`src/rtl/shift_seq_pkg.sv`:
```
// Shared types and sizing for the shift-register transmit sequencer.
package shift_seq_pkg;

  localparam int NBITS_DEFAULT = 8;
  localparam int DIV_W_DEFAULT = 16;

  // Width needed to count 0..nbits inclusive.
  function automatic int bit_cnt_w(input int nbits);
    return $clog2(nbits + 1);
  endfunction

  localparam int BIT_CNT_W = bit_cnt_w(NBITS_DEFAULT);

  typedef enum logic [2:0] {
    IDLE,
    LOAD,
    WAIT,
    SHIFT,
    FIN
  } state_e;

endpackage

```
`src/rtl/shift_seq_tick.sv`:
```
// Reloadable down-counter pacing the shifts; expire is high while the count is 1.
// A load value of 0 is clamped to 1 so every bit waits at least one cycle.
module shift_seq_tick
  import shift_seq_pkg::*;
#(
  parameter int DIV_W = DIV_W_DEFAULT
) (
  input  logic             CLK,
  input  logic             RST,
  input  logic             load,
  input  logic [DIV_W-1:0] value,
  output logic             expire
);

  logic [DIV_W-1:0] cnt_d, cnt_q;

  always_comb begin
    cnt_d = cnt_q;
    if (load) begin
      cnt_d = (value == '0) ? DIV_W'(1) : value;
    end else if (cnt_q != '0) begin
      cnt_d = cnt_q - DIV_W'(1);
    end
  end

  // NOTE: sequential state is always updated with non-blocking assignments.
  always_ff @(posedge CLK) begin
    if (RST) cnt_q <= '0;
    else     cnt_q <= cnt_d;
  end

  assign expire = (cnt_q == DIV_W'(1));

endmodule

```
`src/rtl/shift_seq_ctrl.sv`:
```
// Transmit sequencer: loads a byte into the shift register, then paces NBITS shifts.
// Define SHIFT_SEQ_LOOPBACK_CHECK_EN to add the SR_DO loopback compare (LB_BYTE/LB_ERR).
module shift_seq_ctrl
  import shift_seq_pkg::*;
#(
  parameter int DIV_W = DIV_W_DEFAULT,
  parameter int NBITS = NBITS_DEFAULT
) (
  input  logic             CLK,
  input  logic             RST,
  input  logic [7:0]       BYTE_IN,
  input  logic             BYTE_VALID,
  output logic             BYTE_READY,
  input  logic             FILL,
  input  logic [DIV_W-1:0] DIV,
  output logic [7:0]       SR_PLD,
  output logic             SR_PLDEN,
  output logic             SR_EN,
  output logic             SR_DI,
  input  logic             SR_DO,
  output logic             BUSY,
  output logic             DONE
`ifdef SHIFT_SEQ_LOOPBACK_CHECK_EN
  ,
  output logic [7:0]       LB_BYTE,
  output logic             LB_ERR
`endif
);

  localparam int CW = bit_cnt_w(NBITS);

  state_e        state_d, state_q;
  logic [CW-1:0] bit_cnt_d, bit_cnt_q;
  logic [7:0]    sr_pld_d, sr_pld_q;
  logic          sr_di_d, sr_di_q;
  logic          byte_ready_d, byte_ready_q;
  logic          sr_plden_d, sr_plden_q;
  logic          sr_en_d, sr_en_q;
  logic          busy_d, busy_q;
  logic          done_d, done_q;
  logic          tick_load, tick_expire;
  logic          handshake;

  assign handshake = BYTE_VALID & byte_ready_q;

  shift_seq_tick #(.DIV_W(DIV_W)) u_tick (
    .CLK    (CLK),
    .RST    (RST),
    .load   (tick_load),
    .value  (DIV),
    .expire (tick_expire)
  );

  // NOTE: every variable gets a default first so no path can infer a latch.
  always_comb begin
    state_d   = state_q;
    bit_cnt_d = bit_cnt_q;
    sr_pld_d  = sr_pld_q;
    sr_di_d   = sr_di_q;
    tick_load = 1'b0;
    case (state_q)
      IDLE: if (handshake) begin
        sr_pld_d  = BYTE_IN;
        sr_di_d   = FILL;
        bit_cnt_d = '0;
        state_d   = LOAD;
      end
      LOAD: begin
        tick_load = 1'b1;
        state_d   = WAIT;
      end
      WAIT: if (tick_expire) state_d = SHIFT;
      SHIFT: begin
        bit_cnt_d = bit_cnt_q + CW'(1);
        if (bit_cnt_d == CW'(NBITS)) begin
          state_d = FIN;
        end else begin
          tick_load = 1'b1;
          state_d   = WAIT;
        end
      end
      FIN:     state_d = IDLE;
      default: state_d = IDLE;
    endcase

    // Outputs are registered from the state being entered, so they align with it.
    byte_ready_d = (state_d == IDLE);
    sr_plden_d   = (state_d == LOAD);
    sr_en_d      = (state_d == SHIFT);
    done_d       = (state_d == FIN);
    busy_d       = (state_d != IDLE);
  end

  always_ff @(posedge CLK) begin
    if (RST) begin
      state_q      <= IDLE;
      bit_cnt_q    <= '0;
      sr_pld_q     <= '0;
      sr_di_q      <= 1'b0;
      byte_ready_q <= 1'b0;
      sr_plden_q   <= 1'b0;
      sr_en_q      <= 1'b0;
      busy_q       <= 1'b0;
      done_q       <= 1'b0;
    end else begin
      state_q      <= state_d;
      bit_cnt_q    <= bit_cnt_d;
      sr_pld_q     <= sr_pld_d;
      sr_di_q      <= sr_di_d;
      byte_ready_q <= byte_ready_d;
      sr_plden_q   <= sr_plden_d;
      sr_en_q      <= sr_en_d;
      busy_q       <= busy_d;
      done_q       <= done_d;
    end
  end

  assign BYTE_READY = byte_ready_q;
  assign SR_PLD     = sr_pld_q;
  assign SR_PLDEN   = sr_plden_q;
  assign SR_EN      = sr_en_q;
  assign SR_DI      = sr_di_q;
  assign BUSY       = busy_q;
  assign DONE       = done_q;

`ifdef SHIFT_SEQ_LOOPBACK_CHECK_EN
  logic       shifted_d, shifted_q;
  logic [7:0] lb_byte_d, lb_byte_q;
  logic       lb_err_d, lb_err_q;

  // DO moves on the EN edge, so the cycle after SHIFT holds the bit just shifted out.
  always_comb begin
    shifted_d = (state_q == SHIFT);
    lb_byte_d = lb_byte_q;
    lb_err_d  = lb_err_q;
    if (state_q == IDLE && handshake) begin
      lb_byte_d = '0;
      lb_err_d  = 1'b0;
    end
    if (shifted_q) lb_byte_d = {lb_byte_q[6:0], SR_DO};
    if (state_q == FIN) lb_err_d = (lb_byte_d != sr_pld_q);
  end

  always_ff @(posedge CLK) begin
    if (RST) begin
      shifted_q <= 1'b0;
      lb_byte_q <= '0;
      lb_err_q  <= 1'b0;
    end else begin
      shifted_q <= shifted_d;
      lb_byte_q <= lb_byte_d;
      lb_err_q  <= lb_err_d;
    end
  end

  assign LB_BYTE = lb_byte_q;
  assign LB_ERR  = lb_err_q;
`else
  logic unused_sr_do;
  assign unused_sr_do = SR_DO;
`endif

endmodule

```
`config.mk`:
```
export PLATFORM = sky130hd
export DESIGN_NAME = shift_seq_ctrl
export DESIGN_NICKNAME = d
export VERILOG_FILES = /design/src/rtl/shift_seq_pkg.sv /design/src/rtl/shift_seq_tick.sv /design/src/rtl/shift_seq_ctrl.sv
export SDC_FILE = /design/constraint.sdc
export NUM_CORES = 1
export LEC_CHECK = 0
export ABC_AREA = 1
export CAP_MARGIN = 20
export CORE_MARGIN = 5
export CORE_UTILIZATION = 50
export DETAILED_ROUTE_END_ITERATION = 6
export PLACE_DENSITY = 0.87
export RECOVER_POWER = 25
export SLEW_MARGIN = 20
export SYNTH_ARGS = -nofsm -noshare
export SYNTH_HDL_FRONTEND = slang
export SYNTH_HIERARCHICAL = 1
export SYNTH_SLANG_ARGS = --single-unit
```
`constraint.sdc`:
```
create_clock -name CLK -period 4.53 [get_ports CLK]
set_clock_uncertainty 0.05 [all_clocks]
set_input_delay 0.906 -clock CLK [delete_from_list [all_inputs] [get_ports CLK]]
set_output_delay 0.906 -clock CLK [all_outputs]
set_load 0.01 [all_outputs]
```
; ---- Word level (Yosys, flattened, before mapping)
; Cells that the tools add are included.
[word_totals]
elab_cells = 42
output_inout_bits = 14
ff_bits = 37
in_bits = 29
[op_classes]
addsub = 2
eq_ne = 9
reduce_logical = 9
n_bitwise = 1
n_mux = 11
[op_table]
columns = op, count
row1 = 16-bit two-way mux, 3
row2 = "16-bit by 1-bit == test with 1-bit output, second input constant", 1
row3 = 16-bit logical NOT, 1
row4 = 16-bit nonzero test, 1
row5 = "16-bit by 1-bit subtractor with 16-bit output, second input constant", 1
row6 = 3-bit one-hot mux with 4 select lines, 1
row7 = "3-bit by 2-bit == test with 1-bit output, second input constant", 3
row8 = 3-bit two-way mux, 3
row9 = 4-bit one-hot mux with 2 select lines, 1
row10 = "3-bit by 1-bit == test with 1-bit output, second input constant", 2
row11 = 3-bit logical NOT, 2
row12 = "4-bit by 1-bit adder with 4-bit output, second input constant", 1
row13 = "4-bit == test, second input constant", 1
row14 = 4-bit two-way mux, 1
row15 = 2-bit AND reduction, 2
row16 = 2-bit nonzero test, 2
row17 = "3-bit == test, second input constant", 1
row18 = 3-bit nonzero test, 1
row19 = "2-bit != test, second input constant", 1
row20 = 1-bit one-hot mux with 2 select lines, 1
row21 = 1-bit bitwise AND, 1
row22 = 1-bit two-way mux, 1

; ---- Longest topological paths before layout
[logic_depth]
depth_word = 5
ltp_mapped = 12
mapped_depth_nobuf = 12

; ---- Cells and area by module
; Netlist, hierarchy kept.
[modules_own_cells]
columns = module, seq_area_each_um2, instances, cells_per_inst, area_per_inst_um2
row1 = shift_seq_tick, 320.3, 1, 183, 1164.9
row2 = shift_seq_ctrl, 420.4, 1, 103, 834.6

; ---- Worst setup path before layout
; Ideal clock, no wire load.
[synth_path]
kind = reg-to-reg
from = register bit_cnt_q[0]
to = register u_tick.cnt_q[10]
synth_period_minus_slack_ns = 1.699
t_required_ns = 4.363
path_buffers = 1
path_stages_with_launch = 12
arrival_ns = 1.532
setup_time_ns = 0.117
setup_slack_ns = 2.831
cell_sequence = dfxtp_1 -> ha_1 -> nand2_1 -> nor2_1 -> nand3_1 -> nand2_2 -> inv_1 -> inv_1 -> clkbuf_1 -> nand2_1 -> nor2_1 -> nor2_1
[synth_between]
elab_chain_cells = 5
elab_cells_between_ends = 6
classes_between = add/sub (1) / eq/ne (1) / mux (3) / reduce/logical (1)
[synth_rtl]
columns = element, line
row1 = start: declaration, shift_seq_ctrl.sv:33  ; logic [CW-1:0] bit_cnt_d, bit_cnt_q;
row2 = start signal: assignment, shift_seq_ctrl.sv:107  ; bit_cnt_q <= bit_cnt_d;
row3 = 4-bit by 1-bit adder with 4-bit output *, shift_seq_ctrl.sv:74  ; bit_cnt_d = bit_cnt_q + CW'(1);
row4 = 4-bit == test *, shift_seq_ctrl.sv:75  ; if (bit_cnt_d == CW'(NBITS)) begin
row5 = 1-bit two-way mux *, shift_seq_ctrl.sv:75
row6 = 1-bit one-hot mux with 2 select lines *, shift_seq_ctrl.sv:61  ; case (state_q)
row7 = net tick_load, shift_seq_ctrl.sv:41  ; logic tick_load, tick_expire;
row8 = 16-bit two-way mux or 2-bit nonzero test (tied branches), --
row9 = end signal: assignment, shift_seq_tick.sv:29  ; else cnt_q <= cnt_d;
row10 = end: declaration, shift_seq_tick.sv:15  ; logic [DIV_W-1:0] cnt_d, cnt_q;
; The timed path passes the listed nets; every way through them passes the cells marked *.
; A chain may end at the register's enable or synchronous reset.

; ---- Final worst setup path
[layout_path]
from = input port RST
to = register state_q[1]
[layout_lines]
columns = element, line
row1 = start: declaration, shift_seq_ctrl.sv:10  ; input logic RST,
row2 = end signal: assignment, shift_seq_ctrl.sv:106  ; state_q <= state_d;
row3 = end: declaration, shift_seq_ctrl.sv:32  ; state_e state_d, state_q;
; No word-level cell between the ends.

==> flow_summary.yaml <==
detailed_routing:
  vias: 1913
  drc: 0
  ant_nets: 0
  dr.pass1.iters: 4
  vias_per_cell: 5.06
  drt-total-wl_mm: 4.59
  wire_per_inst_um: 12.1
  drtIter0Drc: 149
worst_hold_path:
  hp-start: "SR_PLD[5]"
  holdCritPathClass: "flip-flop to flip-flop"
  hold_end: "SR_PLD[5]"
  holdPathStages: 2
timing:
  rsz0062_at_grt: "no"
  post-route-period-util_pct: 56.1
  fmax_mhz: 393
  fin_crit_ns: 2.54
  slew_violations: 0
  setup-tns-final_ns: 0
  finalHoldViolCount: 0
  whs_ns: 0.417
  slew_headroom_pct: 41.8
  worst_pin_slew_ns: 0.873
  setup-violations-final: 0
power:
  power-per-cell-area_nw_per_um2: 592
  leakage_nw: 1.03
  irDropWorstVdd_mv: 0.264
setup_path:
  rr_startpoint: "bit_cnt_q[0]"
  rrSetupSlack_ns: 2.03
  r2r_cells: 12
  cp-startpoint: "RST"
  r2r-end: "u_tick/cnt_q[15]"
  path_class: "input pin to flip-flop"
  cp-start-kind: "input pin"
  required_ns: 4.61
  crit_path_end_kind: "flip-flop"
  cp.arrival_ns: 2.62
  cp_max_fo: 18
global_routing:
  grt_pass1_vias: 1840
  antenna_found_initial: 0
  gr-usage-met2_pct: 30.9
  grt.busiest_layer: "met2"
  grt_util_all_layers_pct: 17.9
  grt_max_degree: 24
  grt_pass1_wl_mm: 7.62
  met1_usage_pct: 20.1
  grt_use_met3_pct: 6.89
  gr-total-overflow: 0
clocking:
  cts_tree: "yes"
  cts-htree-levels: 2
  cts_sinks: 37
  cts_buffers: 5
  cts_root_buf: "clkbuf_8"
  path_clk_slew_ns: 0.07
  post_cts_buffers: 0
  postCtsHoldBufs: 0
  cts_resized: 0
  clk_path_buf_depth: 2
  clkLatencyLatePin_ns: 0.29
logic_synthesis:
  synth_top_area_share_pct: 37.0
  ys_top_cells_by_area: "dfxtp_1 (37%), nand2_1 (16%), nor2_1 (9.0%), a21oi_1 (5.3%), inv_1 (3.6%)"
  synth_common_cells: "nand2_1 (83), nor2_1 (48), dfxtp_1 (37)"
  synth_most_common_cell: "nand2_1"
  synth_seq_area_share_pct: 37.0
  synth-edff-count: 0
  synth.avg_cell_area_um2: 6.99
  synth_ff_type: "dfxtp_1"
  mappedNetlistNets: 318
  synth_top_cell_by_area: "dfxtp_1"
  synth_cell_types: 36
  netlist_area_um2: 2000
  ys_seq_elements: 37
  async_reset_ff_share_pct: 0
  synth_cells: 286
  yosysWarnings: 6
status:
  status: "finished, final reports clean"
finish:
  post-route-util_pct: 63.7
  final_layout_size_suffix_gt1_share_pct: 10.1
  antenna_cells: 0
  nNetsFinal: 360
  stdcell_count: 378
  final_area_um2: 2510
  area_growth_pct: 25.7
  fillerInstances: 352
place:
  gp_congestion: 0.856
  io_buffers: 41
  dp_cells: 371
  dpl_cell_area_um2: 2440
  place_hpwl_mm: 3.34
die:
  die_w_um: 73.2
  core-area_um2: 3940
  io_pins: 43
  floorplan.rows: 23
  die-area_um2: 5360
  fp.dieH_um: 73.2
  start_util_pct: 50.7
run:
  drv_cap: 0
## where the power goes
group	switching (mW)	internal (mW)	leakage (nW)	total [mW]
sequential	0.0748	0.400	0.303	0.475
clock	0.110	0.121	0.0443	0.230
combinational	0.479	0.303	0.687	0.782
total	0.664	0.823	1.03	1.49
## critical path, cell delays in order
cell	delay, ns
dlygate4sd3_1	0.89
clkbuf_1	0.72
a21oi_1	0.10
## worst max path at each step
stage / slack (ns) / depth (start not counted) / end
2_1_floorplan: 2.83 / 11 / u_tick/cnt_q[10]
3_3_place_gp: 2.12 / 12 / u_tick/cnt_q[15]
3_5_place_dp: 2.08 / 12 / u_tick/cnt_q[15]
4_1_cts: 2.04 / 12 / u_tick/cnt_q[15]
5_1_grt: 1.80 / 12 / u_tick/cnt_q[5]
6_report: 1.99 / 3 / state_q[1]
## through the flow
step	worst slack, ns	total power, mW
after floorplan	2.83	1.10
after global placement	2.12	1.23
after detailed placement	2.08	1.25
after CTS	2.04	1.49
after global routing	1.80	1.62
final	1.99	1.49
## cells in the final DEF, fill, tap and decap left out, types with 4 or more instances in the layout
cell and count:
nand2_1 83, dfxtp_1 37, o21ai_0 4, clkdlybuf4s50_1 39, clkbuf_8 6, a21oi_1 21, inv_1 19, nor2_2 4
nor2_1 48, nand3_1 14, nor3_1 4
## sequential cells by signal (all words and copies together) (netlist names)
register and cells:
u_tick/cnt_q 16, SR_PLDEN 1, state_q 3, DONE 1
SR_EN 1, bit_cnt_q 4, SR_PLD 8, BUSY 1
SR_DI 1, BYTE_READY 1
## per-layer routing
metal / vias to the layer above / wire [um]
met3: 8 / 389
met2: 52 / 2180
met5: - / 0
met4: 0 / 51
met1: 860 / 1970
li1: 993 / -
## layout make-up
cell class              instances  area, um^2  share of cell area (%)
well taps                      50        62.6                    2.49
multi-input cells             219        1120                    44.5
inverters                      23        91.3                    3.64
clock buffers                   7        86.3                    3.44
repair buffers                 42         414                    16.5
flip-flops and latches         37         741                    29.5
## cells by family after synthesis
kind of cell | count (synthesis) | share of synthesized area (%)
AND/OR/NAND/NOR | 174 | 41.9
XOR/XNOR | 5 | 2.19
buffers and inverters | 30 | 6.32
adder cells (fa/ha/maj) | 3 | 1.88
flip-flops | 37 | 37.0
AO/OA/AOI/OAI | 37 | 10.6
No activity file was read; power rests on OpenSTA's default activity.
